[src/rtl/l0_stagger_buf.sv]
// Per-row FIFO buffer with a staggered or broadcast read-enable pipeline.
// Optional sticky error flags are enabled by defining L0_STAGGER_ERR_FLAG_EN.
module l0_stagger_buf #(
  parameter int ROW   = 8,
  parameter int BW    = 4,
  parameter int DEPTH = 64
) (
  input  logic              clk,
  input  logic              reset,
  input  logic              wr,
  input  logic [ROW*BW-1:0] in,
  input  logic              rd,
  input  logic              rd_mode,
  output logic [ROW*BW-1:0] out,
  output logic [ROW-1:0]    o_valid,
  output logic              o_full,
  output logic              o_ready,
  output logic              o_empty,
  output logic [1:0]        o_err
);

  localparam int AW = $clog2(DEPTH);
  localparam logic [AW:0] PTR_INC = (AW+1)'(1);

  logic [BW-1:0] mem_r [ROW][DEPTH];
  logic [AW:0]   wr_ptr_r [ROW];
  logic [AW:0]   rd_ptr_r [ROW];
  logic [ROW-1:0] rd_en_r;
  logic           mode_r;

  logic [ROW-1:0] empty_s;
  logic [ROW-1:0] full_s;
  logic [ROW-1:0] pop_s;
  logic           push_s;

  // Per-row occupancy flags and pop qualification from the current pointers
  always_comb begin
    empty_s = '0;
    full_s  = '0;
    pop_s   = '0;
    for (int i = 0; i < ROW; i++) begin
      empty_s[i] = (wr_ptr_r[i] == rd_ptr_r[i]);
      full_s[i]  = (wr_ptr_r[i][AW] != rd_ptr_r[i][AW]) &&
                   (wr_ptr_r[i][AW-1:0] == rd_ptr_r[i][AW-1:0]);
      pop_s[i]   = rd_en_r[i] & ~empty_s[i];
    end
  end

  // A write is all-or-nothing: any full row blocks every row
  assign push_s  = wr & ~o_full;
  assign o_full  = |full_s;
  assign o_ready = ~o_full;
  assign o_empty = &empty_s;

  // Storage array; contents need no reset since pointers define validity
  always_ff @(posedge clk) begin
    for (int i = 0; i < ROW; i++) begin
      if (push_s) begin
        mem_r[i][wr_ptr_r[i][AW-1:0]] <= in[i*BW +: BW];
      end
    end
  end

  // Pointers, read-enable pipeline, mode register and registered read data
  always_ff @(posedge clk or negedge reset) begin
    if (!reset) begin
      for (int i = 0; i < ROW; i++) begin
        wr_ptr_r[i] <= '0;
        rd_ptr_r[i] <= '0;
      end
      rd_en_r <= '0;
      mode_r  <= 1'b0;
      out     <= '0;
      o_valid <= '0;
    end else begin
      for (int i = 0; i < ROW; i++) begin
        if (push_s) begin
          wr_ptr_r[i] <= wr_ptr_r[i] + PTR_INC;
        end
        if (pop_s[i]) begin
          rd_ptr_r[i]       <= rd_ptr_r[i] + PTR_INC;
          out[i*BW +: BW]   <= mem_r[i][rd_ptr_r[i][AW-1:0]];
        end
      end
      o_valid <= pop_s;
      if (mode_r) begin
        rd_en_r <= {ROW{rd}};
      end else begin
        rd_en_r <= {rd_en_r[ROW-2:0], rd};
      end
      // Mode only changes while no read is in flight, so a burst never mixes modes
      if ((rd_en_r == '0) && !rd) begin
        mode_r <= rd_mode;
      end
    end
  end

`ifdef L0_STAGGER_ERR_FLAG_EN
  logic [1:0] err_r;

  // Sticky {underflow, overflow} flags, cleared only by reset
  always_ff @(posedge clk or negedge reset) begin
    if (!reset) begin
      err_r <= 2'b00;
    end else begin
      if (wr && o_full) begin
        err_r[0] <= 1'b1;
      end
      if ((rd_en_r & empty_s) != '0) begin
        err_r[1] <= 1'b1;
      end
    end
  end

  assign o_err = err_r;
`else
  assign o_err = 2'b00;
`endif

endmodule

[config.mk]
export PLATFORM = sky130hd
export DESIGN_NAME = l0_stagger_buf
export DESIGN_NICKNAME = d
export VERILOG_FILES = /design/src/rtl/l0_stagger_buf.sv
export SDC_FILE = /design/constraint.sdc
export NUM_CORES = 2
export LEC_CHECK = 0
export CELL_PAD_IN_SITES_DETAIL_PLACEMENT = 1
export CELL_PAD_IN_SITES_GLOBAL_PLACEMENT = 1
export CORE_ASPECT_RATIO = 1.4
export CORE_MARGIN = 3
export CORE_UTILIZATION = 50
export CTS_CLUSTER_SIZE = 40
export DETAILED_ROUTE_END_ITERATION = 7
export DONT_BUFFER_PORTS = 1
export GPL_TIMING_DRIVEN = 0
export PLACE_DENSITY = 0.76
export SLEW_MARGIN = 0
export SYNTH_ARGS = -nofsm -noshare
export SYNTH_HDL_FRONTEND = slang
export SYNTH_SLANG_ARGS = --single-unit
[constraint.sdc]
create_clock -name clk -period 2.85 [get_ports clk]
set_input_delay 0.285 -clock clk [delete_from_list [all_inputs] [get_ports clk]]
set_output_delay 0.285 -clock clk [all_outputs]
set_load 0.01 [all_outputs]
# After elaboration in Yosys (flattened, before gate mapping)
# Memory sizes are Yosys's and may differ from the RTL's.
# Cells that the tools add are included.
[totals]
out_inout_bits = 45
mem_bits_rw = 2048
input_bits = 37
register_bits = 161
mem_count = 1
[mem_list]
columns = ["name", "words", "word_bits", "read_ports", "rd_ports_with_merged_regs", "write_ports", "line_no", "text"]
rows = [
  ["mem_r", 8, 256, 8, 0, 8, "25", "logic [BW-1:0] mem_r [ROW][DEPTH];"],
]
[classes]
bitwise_logic = 34
n_addsub = 16
eq_ne = 24
n_lt_le_gt_ge = 24
reduce_logical = 21
n_mux = 50
[ops]
columns = ["operator", "count"]
rows = [
  ["256-bit two-way mux", 8],
  ["4-bit binary-select mux with 6-bit select", 8],
  ["4-bit demux with 6-bit select", 8],
  ["7-bit by 1-bit adder with 7-bit output (second input constant)", 16],
  ["7-bit greater-or-equal comparator (second input constant)", 16],
  ["6-bit inverter with 7-bit output", 16],
  ["4-bit two-way mux", 24],
  ["7-bit equality test", 8],
  ["7-bit by 1-bit less-than comparator with 1-bit output (second input constant)", 8],
  ["6-bit equality test", 8],
  ["1-bit logical AND", 17],
  ["1-bit bitwise AND", 9],
  ["1-bit inverter", 9],
  ["8-bit zero test", 1],
  ["8-bit two-way mux", 1],
  ["1-bit != test", 8],
  ["8-bit AND reduction", 1],
  ["8-bit OR reduction", 1],
  ["1-bit zero test", 1],
  ["1-bit two-way mux", 1],
]

# Depth between registers and ports, before layout
[logic_depth]
ltp_word = 7
depth_mapped = 10
ltp_nobuf = 8

# Least setup slack after synthesis
# Ideal clock, no wire load.
[synth_timing]
kind = "register to register"
from = "register wr_ptr_r[29] in the netlist's numbering"
to = "memory mem_r[1][520] in the netlist's numbering (enable)"
path_buffers = 3
setup_ns = 0.361
setup_slack_ns = 0.088
synth_period_minus_slack_ns = 2.762
stages_incl_launch_ff = 11
arrival_ns = 2.401
path_cell_list = "dfrtp_1 clkbuf_4 xnor2_1 nand4_1 nor3_1 or4_4 nor3_1 buf_4 buf_6 nand2_1 nor3_1"
[synth_lines]
columns = ["element", "line_no", "text"]
rows = [
  ["from (decl)", "26", "logic [AW:0] wr_ptr_r [ROW];"],
  ["from (signal, indexed assignment)", "78", "wr_ptr_r[i] <= wr_ptr_r[i] + PTR_INC;"],
  ["to (decl)", "25", ""],
]

# Final worst setup path
[layout_timing]
from = "register rd_ptr_r[1] in the netlist's numbering"
to = "output o_ready"
[layout_between]
elab_chain_len = 4
[layout_rtl]
columns = ["element", "line_no", "text"]
rows = [
  ["from (decl)", "27", "logic [AW:0] rd_ptr_r [ROW];"],
  ["from (signal, indexed assignment)", "81", "rd_ptr_r[i] <= rd_ptr_r[i] + PTR_INC;"],
  ["6-bit equality test", "44", "(wr_ptr_r[i][AW-1:0] == rd_ptr_r[i][AW-1:0]);"],
  ["1-bit logical AND", "43", "full_s[i] = (wr_ptr_r[i][AW] != rd_ptr_r[i][AW]) &&"],
  ["8-bit OR reduction", "51", "assign o_full = |full_s;"],
  ["1-bit inverter", "52", "assign o_ready = ~o_full;"],
  ["to (decl)", "17", "output logic o_ready,"],
]
# Every way passes these cells.

==> impl_metrics.ini <==
[pwr]
internal_power_uw = 66550
power.sequential.fraction = 0.380
clock_power_share = 0.271
static_leakage_power_uw = 0.03421
power.density_nw_per_um2 = 976.8
vdd_ir_drop_max_mv = 0.7876
combPwrFrac = 0.349
p_switching_uw = 37340
switching_share = 0.3594

[routing]
wl_met2_mm = 135.2
remaining_routing_drc_violations = 0
dr.first_iter.drc_count = 5607
detail_route.wirelength_mm = 255.9
detail_route.wl_per_cell_um = 31.90
route.layer.met1.wl_mm = 92.86
wl_met3_mm = 15.60
postRouteAntennaNets = 0
detail_route.vias_per_cell = 6.364
highest_routed_layer = met5
dr_total_vias = 51050
dr.pass1.iters = 6

[clock_tree]
path_clk_slew_ns = 0.07
ctsHoldBuffers = 67
cts_root_buffer = clkbuf_16
htree_levels = 4
cts_made_buffers = 199
cts.sink_count = 2209
cts.path.max_buffers = 3
clock_tree_from_tritoncts = done
clock_insertion_delay_worst_skew_ns = 0.87

[timing]
post-route-period-util = 1.160
maxClockFrequency_mhz = 302.6
timing.clock.skew_ns = 0.03277
min_period_ns = 3.305
worst_pin_slew_ns = 1.463
maxSlewViolCount = 0
grt_setup_unrepaired = yes
finalHoldViolCount = 161
setup_ws_ns = -0.4550
finalHoldWorstSlack_ns = -0.8837
final_setup_violations = 2094
headroom_to_the_max_slew_limit = 0.02464

[global_route]
antenna_found_initial = 4
globalRoute.totalOverflow = 0
grt_max_degree = 162
grt_usage = 0.2749
grt_pass1_vias = 55180
grt_pass1_wl_mm = 373.0

[worst_setup_path]
critical_path.cell_chain = buf_12 -> xor2_4 -> nor4_4 -> buf_4 -> nand4_1 -> o2111ai_4 -> nor2_4 -> buf_12 -> buf_16
worst_ep_arrival_time_ns = 3.02
r2r_slack_ns = -0.41
worst-r2r-cell-count = 13
start_kind = flop
regToRegStartpoint = wr_ptr_r[29]
max_stage_delay_cell_worst_path = dfrtp_1
reg2reg_end = mem_r[1][334]
timing.critical_path.to_type = output port
cp_max_fo = 5
timing.critical_path.mode_cell = buf_12
path_class = flop to output port
max_stage_delay_ns = 0.43
worstPathRequired_ns = 2.57

[placed_design]
place.detailed.instances = 7447
io_buffer_count = 0
detailed_place_hpwl_mm = 153.7
place.gp.congestion = 0.8403

[floorplanning]
floorplan.initialDensity = 0.5031
core-area_sq_um = 177700
design.die.area_sq_um = 184000
die_w_um = 363.4
die_h_um = 506.3
std_cell_rows = 183
floorplan.io_pins = 82

[cells_and_area]
flow.area_growth_from_synthesis_pct = 18.98
nets = 5580
final-instance-count-excl-fill = 8022
final_layout_size_suffix_gt1_frac = 0.2847

[yosys]
synthesis.area_sq_um = 89400
synth_cell_types = 69
synth_top_flop_cell = edfxtp_1
synth_sequential_area_ratio = 0.7330
share_of_synthesized_registers_carrying_an_async_set_or_reset = 0.07288
synth-warning-count = 0
synth_area_per_cell_sq_um = 17.41
synth_seq_cells = 2209
syn-instance-count = 5134
synth-edff-count = 2048

[outcome]
outcome = complete, but fails checks
failing_checks = negative hold slack, negative setup slack

[job]
drv.max_cap_violation_count = 0

[hold_path]
holdCritPathClass = primary input to asynchronous set/reset pin
==> layout by cell type, fill, tap and decap left out, drive strengths merged, types with 16 or more instances in the layout <==
cell type,instances
nand2,150
nand2b,20
mux2,44
nor3b,19
bufinv,22
or3b,18
nand4,37
inv,25
xor2,48
edfxtp,2048
a311oi,26
o221ai,61
o22ai,40
nand4b,20
dlygate4sd3,35
xnor2,103
nor3,52
nand3,85
nor2b,67
mux4,336
dfrtp,161
a22oi,62
a211oi,107
a21oi,115
ha,16
nor2,564
and2,36
and3,20
nand3b,41
mux2i,316
o21ai,68
clkinv,75
buf,322
clkbuf,420
==> metal layers <==
layer,global-route usage,vias to the layer above
met1,0.3333,26970
met4,0.1216,2
li1,-,21210
met5,0,-
met3,0.04385,670
met2,0.4856,2197
==> worst max-delay path: cells and delay by family, from the launching register on <==
family          cells  cell delay (ns)
compound gates      1             0.23
xor+xnor            1             0.16
buf+inv             4             0.64
flops               1             0.43
simple gates        3             0.70
==> cells in the mapped netlist, drive strengths merged, types with 6 or more instances <==
library cell / instances / area share
a21oi: 115 / 0.0064
a22oi: 62 / 0.0052
or3: 9 / 0.00063
o221ai: 61 / 0.0060
and2: 36 / 0.0025
and3: 20 / 0.0014
ha: 16 / 0.0022
xnor2: 103 / 0.010
or2: 8 / 0.00056
o22ai: 40 / 0.0028
inv: 16 / 0.00067
o21ai: 68 / 0.0038
nor4: 15 / 0.0011
a221oi: 13 / 0.0013
buf: 176 / 0.0099
nor2: 564 / 0.024
a31oi: 14 / 0.00098
mux4: 336 / 0.085
or3b: 18 / 0.0018
nand3b: 41 / 0.0037
nand4b: 20 / 0.0031
mux2: 44 / 0.0055
nand2: 148 / 0.0064
nor3b: 19 / 0.0016
nand4: 37 / 0.0030
nor3: 52 / 0.0029
a211oi: 107 / 0.0090
a2111oi: 9 / 0.00088
xor2: 48 / 0.0048
o32a: 10 / 0.0011
nand3: 85 / 0.0050
clkbuf: 152 / 0.0064
mux2i: 316 / 0.035
nor2b: 67 / 0.0047
dfrtp: 161 / 0.045
edfxtp: 2048 / 0.69
and4: 6 / 0.00059
nand2b: 20 / 0.0014
a311oi: 26 / 0.0025
==> power by group through the flow <==
stage          Clock [uW]  Sequential [uW]  Combinational [uW]
2_1_floorplan           0            39100               20100
4_1_cts             28300            39300               34300
3_5_place_dp            0            39800               29700
3_3_place_gp            0            39700               29000
5_1_grt             29700            39600               38000
6_report            28200            39500               36300
==> flip-flops by register name, indices dropped and copies added, names as in the netlist <==
register  flops
mode_r        1
o_valid       8
mem_r      2048
rd_en_r       8
wr_ptr_r     56
out          32
rd_ptr_r     56
==> worst max-delay path by stage <==
stage            startpoint            end  slack, ns  depth (start not counted)
3_3_place_gp             wr  mem_r[0][584]      -1.22                          4
6_report        rd_ptr_r[1]        o_ready      -0.46                          9
3_5_place_dp   rd_ptr_r[50]  mem_r[0][720]      -1.23                          9
4_1_cts        rd_ptr_r[50]         o_full      -0.38                          8
5_1_grt         rd_ptr_r[1]        out[31]      -0.51                         10
2_1_floorplan  wr_ptr_r[29]  mem_r[1][520]       0.09                         10
==> through the flow <==
step | util | area [sq um] | total power, uW | TNS (ns) | setup slack, ns
after floorplan | - | 89400 | 59210 | 0 | 0.08767
after global placement | 0.5194 | 92290 | 68620 | -1430.67 | -1.218
after detailed placement | 0.5194 | 92290 | 69550 | -1529.12 | -1.232
after CTS | 0.5906 | 104900 | 101800 | -474.36 | -0.3818
after global routing | 0.5985 | 106300 | 107300 | -760.77 | -0.5099
final | 0.5986 | 106400 | 103900 | -606.32 | -0.4550
==> final cells by class <==
type                       instances  area (sq um)
antenna                            6         15.01
buffer                           317          1797
clock buffer                     263          5461
clock inverter                   115          1406
fill                           15300         71320
inverter                          17         66.31
multi-input combinational       2583         26190
sequential                      2209         65540
tap                             2312          2893
timing repair buffer             200          2994
==> what timing repair did <==
action | CTS | global route
pin swaps | 76 | 127
buffers inserted | 99 | 28
gates resized for setup | 877 | 236
endpoints found under the setup margin | 2145 | 2130
endpoints found under the hold margin | 2233 | 161
gates cloned | 3 | 6
==> logic make-up (layout without fill, tap and decap cells) <==
family / after synthesis / after routing / share of synthesized area
flip-flops: 2209 / 2209 / 0.7330
AO/OA/AOI/OAI: 543 / 543 / 0.04186
AND/OR/NAND/NOR: 1173 / 1175 / 0.06537
XOR/XNOR: 151 / 151 / 0.01488
buffers and inverters: 345 / 912 / 0.01703
multiplexers: 696 / 696 / 0.1256
other: 1 / 8 / 0.00004195
adder cells (fa/ha/maj): 16 / 16 / 0.002239
No activity file was read; power rests on OpenSTA's default activity.
